File: config.mk
export PLATFORM = sky130hd
export DESIGN_NAME = mux_scan_sequencer
export DESIGN_NICKNAME = d
export VERILOG_FILES = /design/src/rtl/mux_scan_sequencer.sv
export SDC_FILE = /design/constraint.sdc
export NUM_CORES = 1
export LEC_CHECK = 0
export ABC_CLOCK_PERIOD_IN_PS = 1400
export CAP_MARGIN = 30
export CORE_MARGIN = 10
export CORE_UTILIZATION = 41
export CTS_CLUSTER_DIAMETER = 150
export DETAILED_ROUTE_END_ITERATION = 6
export HOLD_SLACK_MARGIN = 0.08
export PLACE_DENSITY = 0.73
export SETUP_SLACK_MARGIN = 0.1
export SKIP_LAST_GASP = 1
export SYNTH_ARGS = -nofsm -noshare
export SYNTH_HDL_FRONTEND = slang
export SYNTH_SLANG_ARGS = --single-unit
File: constraint.sdc
create_clock -name clk -period 1.4 [get_ports clk]
set_clock_uncertainty 0.05 [all_clocks]
set_input_delay 0.35 -clock clk [delete_from_list [all_inputs] [get_ports clk]]
set_output_delay 0.35 -clock clk [all_outputs]
set_load 0.01 [all_outputs]
File: src/rtl/mux_scan_sequencer.sv
// Parallel-to-serial front end for the 8:1 select mux: loads a word, walks the select, samples mux_y per position.
// Each bit appears HOLD_CYCLES clocks after its select settles; bit_ready low stalls in PRESENT with outputs frozen.
module mux_scan_sequencer #(
  parameter int HOLD_CYCLES = 1,
  parameter bit MSB_FIRST   = 1'b0
) (
  input  logic       clk,
  input  logic       rst_n,
  input  logic       in_valid,
  input  logic [7:0] in_data,
  output logic       in_ready,
  output logic [7:0] mux_data,
  output logic [2:0] mux_sett,
  input  logic       mux_y,
  output logic       bit_out,
  output logic       bit_valid,
  input  logic       bit_ready,
  output logic       bit_last,
  output logic       busy
);

  typedef enum logic [1:0] {IDLE, SETTLE, PRESENT} state_t;

  localparam logic [2:0] START_IDX = MSB_FIRST ? 3'd7 : 3'd0;
  localparam logic [2:0] END_IDX   = MSB_FIRST ? 3'd0 : 3'd7;
  localparam logic [3:0] HOLD_LAST = 4'(HOLD_CYCLES - 1);

  state_t     state, state_nxt;
  logic [3:0] hold_cnt;
  logic       accept, sample, handshake;

  always_ff @(posedge clk or negedge rst_n) begin
    if (!rst_n) state <= IDLE;
    else        state <= state_nxt;
  end

  always_comb begin
    state_nxt = state;
    case (state)
      IDLE:    if (accept) state_nxt = SETTLE;
      SETTLE:  if (sample) state_nxt = PRESENT;
      PRESENT: if (handshake) state_nxt = bit_last ? IDLE : SETTLE;
      default: state_nxt = IDLE;
    endcase
  end

  always_comb begin
    accept    = (state == IDLE) && in_valid && in_ready;
    sample    = (state == SETTLE) && (hold_cnt == HOLD_LAST);
    handshake = (state == PRESENT) && bit_valid && bit_ready;
    busy      = (state != IDLE);
  end

  // mux_data is only written on accept, so it stays put for the whole word
  always_ff @(posedge clk or negedge rst_n) begin
    if (!rst_n) begin
      in_ready  <= 1'b0;
      mux_data  <= 8'd0;
      mux_sett  <= 3'd0;
      hold_cnt  <= 4'd0;
      bit_out   <= 1'b0;
      bit_valid <= 1'b0;
      bit_last  <= 1'b0;
    end else begin
      if (accept) begin
        mux_data <= in_data;
        mux_sett <= START_IDX;
        hold_cnt <= 4'd0;
        in_ready <= 1'b0;
      end else if (state == IDLE) begin
        in_ready <= 1'b1;
      end

      if (state == SETTLE) begin
        hold_cnt <= hold_cnt + 4'd1;
        if (sample) begin
          bit_out   <= mux_y;
          bit_valid <= 1'b1;
          bit_last  <= (mux_sett == END_IDX);
        end
      end

      // the last position returns to IDLE instead of stepping, so the select never wraps
      if (handshake) begin
        bit_valid <= 1'b0;
        bit_last  <= 1'b0;
        if (bit_last) begin
          in_ready <= 1'b1;
        end else begin
          mux_sett <= MSB_FIRST ? (mux_sett - 3'd1) : (mux_sett + 3'd1);
          hold_cnt <= 4'd0;
        end
      end
    end
  end

endmodule

==> flow_metrics.tcl, run 1 <==
set metrics [dict create \
    outcome "complete, but fails checks" \
    violations "negative setup slack" \
    leakage_nw 0.811 \
    die_x_um 69.0 \
    ir_worst_vdd_uv 1260 \
    r2r_end "mux_sett[0]$_DFF_PN0_" \
    hold_viol_final 0 \
    worstPathArrival_ns 1.11 \
    critPathKind "reg -> out" \
    tns_ns -0.142 \
    startpoint "state[0]$_DFFE_PN0P_" \
    slew_headroom 0.816 \
    wl_per_cell_um 16.7 \
    overflow 0 \
    track_usage 0.127 \
    cts_buffers 3 \
    final_area_mm2 0.00161 \
    rsz0062_at_grt "true" \
    die_area_mm2 0.00476 \
    synth-edff-count 0 \
    reg2reg_depth 4 \
    slew_violations 0 \
    cts_tree "done" \
    synth-compound-area-share 0.0851 \
    via_per_inst 5.17 \
    crit_path_end "busy" \
    multi_input_area_um2 529 \
    numPortBuffers 28 \
    row_count 17 \
    wl_mm 3.20 \
    grt_max_degree 22 \
    max_freq_mhz 662 \
    grt_pass1_vias 1055 \
    synthArstFlopShare 1.00 \
    fillers 166 \
    dr.pass1.iters 4 \
    postSynthCellCount 103 \
    synthXorXnorAreaFrac 0 \
    cts.sinks 21 \
    fin_cells 191 \
    crit_path_start_kind "flop" \
    clockRootBuffer "clkbuf_4" \
    required_ns 1.00 \
    synth_flop_cell "dfrtp_1" \
    n_antenna_cell 0 \
    setup_viol 2 \
    fin_util 0.716 \
    vias 988 \
    syn_area_um2 985 \
    hold_slack_ns 0.311 \
    syn_avg_cell_area_um2 9.56 \
    clkTransAtPathRegs_ns 0.12 \
    period_needed_ns 1.51 \
    antenna_found_initial 0 \
    drt_first_iter_violations 37 \
    grt_pass1_wl_mm 5.02 \
    placed_cells 170 \
    h-tree-depth 1 \
    fin_crit_sh 1.08 \
    place_congestion 0.830 \
    antenna_left 0 \
    hold_path.class "in -> async" \
    start_util 0.437 \
    synth_fa_ha_area_frac 0.0508 \
    ys_ff_latch 21 \
    worst_setup_path_end_kind "output pin" \
    synthSimpleGateAreaFrac 0.272 \
    fin_ws_ns -0.111 \
    core_mm2 0.00225 \
    worst-path-max-fanout 2 \
    ios 29 \
    synth_nets 120 \
    place_ws_ns -0.222 \
    r2r-start "state[0]$_DFFE_PN0P_" \
    ys_types 27 \
    final_common_cell "buf_4" \
    clk_latency_ns 0.31 \
    synth_top_family_by_area "simple AND/OR/NAND/NOR gates" \
    final_cell_mix "buf_4 (24), nand2_1 (22), dfrtp_1 (21)" \
    area_delta_synth_final_pct 63.9 \
    cts_max_path_buffers 2 \
    cap_violations 0 \
    seq_area_um2 526 \
    synth.area.mux_share 0.0254 \
    drc 0 \
    dpl.hpwl_mm 1.98 \
    nNetsFinal 181 \
    yosys_warnings 0 \
    finalPower_mw 3.30 \
    synth_seq_area_share 0.534 \
    r2r_setup_slack_ns -0.03 \
    drive_above_1_share 0.466 \
    worst_pin_slew_ns 0.276 \
    die_h_um 69.0 \
    power_density_mw_per_mm2 2040 \
    postPlaceCellArea_mm2 0.00139 \
]
metal layers:
metal,GRT usage,vias up,routed length (um)
li1,-,463,-
met1,0.147,481,1380
met2,0.209,31,1600
met3,0.0214,13,88
met4,0.0843,0,129
met5,0,-,0
repair_timing:
item / in CTS / in global routing
hold buffers: 0 / 0
resized for setup: 87 / 20
pin swaps: 5 / 13
setup buffers: 11 / 6
cloned: 0 / 1
setup endpoints to repair: 31 / 33
endpoints found under the hold margin: 0 / 0
where the power goes:
group,internal [mW],total [mW],switching (mW)
Sequential,0.837,0.989,0.152
Combinational,1.09,2.00,0.909
Clock,0.107,0.306,0.199
logic make-up (layout without fill, tap and decap cells):
group,count (synthesis),in the layout
AND/OR/NAND/NOR,54,54
AO/OA/AOI/OAI,15,15
multiplexers,2,2
flip-flops,21,21
buffers and inverters,7,67
adder cells (fa/ha/maj),4,4
layout make-up:
cell class              count  share of cell area
clock buffers               3              0.0140
flip-flops and latches     21               0.326
multi-input cells          75               0.328
clock inverters             1             0.00310
inverters                   4             0.00930
well taps                  28              0.0217
repair buffers             59               0.298
cells in the mapped netlist, types with 2 or more instances:
master	count	area [um^2]
a21oi_1	4	20.0
buf_2	2	10.0
dfrtp_1	21	526
ha_1	4	50.1
inv_1	4	15.0
nand2_1	31	116
nand2b_1	2	12.5
nand3_1	6	30.0
nor2_1	2	7.51
nor2b_1	4	25.0
o211ai_1	2	15.0
o21ai_0	4	20.0
o21ai_1	3	15.0
sequential cells by signal, summed over array words and instances (netlist names):
register	cells
bit_valid	1
mux_data	8
mux_sett	3
hold_cnt	4
in_ready	1
bit_last	1
state	2
bit_out	1
worst min-delay path by stage:
stage                              endpoint
global route            bit_out$_DFFE_PN0P_
floorplan              bit_last$_DFFE_PN0P_
finish                hold_cnt[0]$_DFF_PN0_
CTS                   hold_cnt[3]$_DFF_PN0_
detailed placement  mux_data[5]$_DFFE_PN0P_
global placement    mux_data[1]$_DFFE_PN0P_
critical path, cell delays in order, from the launching register on:
cell and delay (ns):
dfrtp_1 0.41, or2_4 0.26, buf_6 0.12
No activity file was read; power rests on OpenSTA's default activity.
==> inputs of run 2 (changes only) <==
- CTS_CLUSTER_DIAMETER: 150 -> 80
- HOLD_SLACK_MARGIN: 0.08 -> unset
==> results of run 2 <==
No change in the layout: final DEF, timing and power equal those of run 1.
==> inputs of run 3 (changes only) <==
- PLACE_DENSITY: 0.73 -> unset
- PLACE_DENSITY_LB_ADDON: unset -> 0.08
- TNS_END_PERCENT: unset -> 10
==> run 3 against run 2 <==
Compared with the run above:
- the run still ends with negative setup slack left
- global-route usage shrank 2.3 points
- critical path depth is the same
- hold slack gained 0.023 ns
- non-clock buffer count shrank 14
- utilization shrank 7.1 points
==> flow_metrics.tcl, run 3 (synthesis gave the netlist of run 1 again) <==
set metrics [dict create \
    startpoint "state[1]$_DFFE_PN0P_" \
    die_area_mm2 0.00476 \
    overflow 0 \
    drt_first_iter_violations 29 \
    required_ns 1.00 \
    final_cell_mix "nand2_1 (30), dfrtp_1 (20), buf_4 (17)" \
    r2r_end "mux_data[5]$_DFFE_PN0P_" \
    area_delta_synth_final_pct 47.6 \
    grt_pass1_vias 896 \
    fillers 206 \
    worstPathArrival_ns 1.07 \
    crit_path_end "busy" \
    core_mm2 0.00225 \
    die_x_um 69.0 \
    r2r_setup_slack_ns -0.02 \
    leakage_nw 0.737 \
    wl_per_cell_um 14.1 \
    via_per_inst 4.84 \
    fin_crit_sh 1.05 \
    drive_above_1_share 0.221 \
    fin_cells 177 \
    setup_viol 10 \
    final_common_cell "nand2_1" \
    track_usage 0.105 \
    fin_ws_ns -0.0739 \
    critPathMaxStageDelay_ns 0.42 \
    slew_headroom 0.823 \
    placed_cells 170 \
    period_needed_ns 1.47 \
    ios 29 \
    crit_path_start_kind "flop" \
    cap_violations 0 \
    finalPower_mw 2.73 \
    outcome "complete, but fails checks" \
    wl_mm 2.49 \
    hold_viol_final 0 \
    worst-path-max-fanout 2 \
    antenna_found_initial 0 \
    violations "negative setup slack" \
    hold_buffers 0 \
    cts_max_path_buffers 2 \
    max_freq_mhz 678 \
    r2r-start "state[1]$_DFFE_PN0P_" \
    hold_slack_ns 0.334 \
    rsz0062_at_grt "true" \
    numPortBuffers 28 \
    slew_violations 0 \
    clk_latency_ns 0.29 \
    row_count 17 \
    clockRootBuffer "clkbuf_4" \
    largestRegisters "mux_data x8, hold_cnt x4, mux_sett x3" \
    dpl.hpwl_mm 1.91 \
    drc 0 \
    vias 856 \
    worst_pin_slew_ns 0.266 \
    nNetsFinal 167 \
    start_util 0.437 \
    path_cells "or2_4 -> buf_6" \
    h-tree-depth 1 \
    largest_register_ffs 8 \
    worst_setup_path_end_kind "output pin" \
    cts_tree "done" \
    dr.pass1.iters 4 \
    antenna_left 0 \
    clkTransAtPathRegs_ns 0.12 \
    power_density_mw_per_mm2 1880 \
    tns_ns -0.238 \
    critPathKind "reg -> out" \
    ir_worst_vdd_uv 1020 \
    grt_pass1_wl_mm 4.24 \
    place_congestion 0.813 \
    grt_max_degree 22 \
    die_h_um 69.0 \
    cts_buffers 3 \
    reg2reg_depth 6 \
    top_register "mux_data" \
    hold_path.class "in -> async" \
    n_antenna_cell 0 \
    crit_path_top_delay_cell "dfrtp_1" \
    cts.sinks 21 \
]
run 3: how the worst min path moves through the flow:
stage / from / endpoint / cells after the start
global placement: mux_data[2]$_DFFE_PN0P_ / mux_data[2]$_DFFE_PN0P_ / 2
finish: rst_n / hold_cnt[1]$_DFF_PN0_ / 2
CTS: rst_n / hold_cnt[3]$_DFF_PN0_ / 2
floorplan: rst_n / bit_last$_DFFE_PN0P_ / 0
global route: rst_n / hold_cnt[1]$_DFF_PN0_ / 2
detailed placement: mux_data[4]$_DFFE_PN0P_ / mux_data[4]$_DFFE_PN0P_ / 2
run 3: repair_timing:
item	CTS	global route
pin swaps	0	2
buffers inserted	2	1
endpoints found under the setup margin	33	34
resized for setup	28	9
run 3: metal layers:
| layer | track usage | part of all wire |
|---|---|---|
| met1 | 0.127 | 0.46 |
| met2 | 0.175 | 0.49 |
| met3 | 0.0257 | 0.038 |
| met4 | 0.0333 | 0.0064 |
| met5 | 0 | 0 |
run 3: layout make-up:
type / count / area (um^2) / area share
inverters: 4 / 15.0 / 0.0103
well taps: 28 / 35.0 / 0.0241
clock buffers: 4 / 26.3 / 0.0181
multi-input cells: 75 / 472 / 0.324
flip-flops and latches: 21 / 527 / 0.362
repair buffers: 45 / 379 / 0.261
run 3: where the power goes:
| part | leakage, nW | switching (mW) | total, mW | internal [mW] |
|---|---|---|---|---|
| Combinational | 0.457 | 0.692 | 1.46 | 0.770 |
| Sequential | 0.266 | 0.142 | 0.981 | 0.839 |
| Clock | 0.0150 | 0.178 | 0.289 | 0.111 |
| Total | 0.737 | 1.01 | 2.73 | 1.72 |
run 3: through the flow:
| stage | utilization | area (um^2) | setup slack (ns) |
|---|---|---|---|
| after floorplan | - | 990 | 0.0441 |
| after global placement | 0.618 | 1390 | -0.223 |
| after detailed placement | 0.618 | 1390 | -0.283 |
| after CTS | 0.633 | 1430 | -0.0731 |
| after global routing | 0.645 | 1450 | -0.120 |
| final | 0.645 | 1450 | -0.0739 |
run 3: worst max-delay path, delay by kind of cell (launching register included):
kind          cells  cell delay (ns)
buf+inv           1             0.12
flops             1             0.42
simple gates      1             0.24
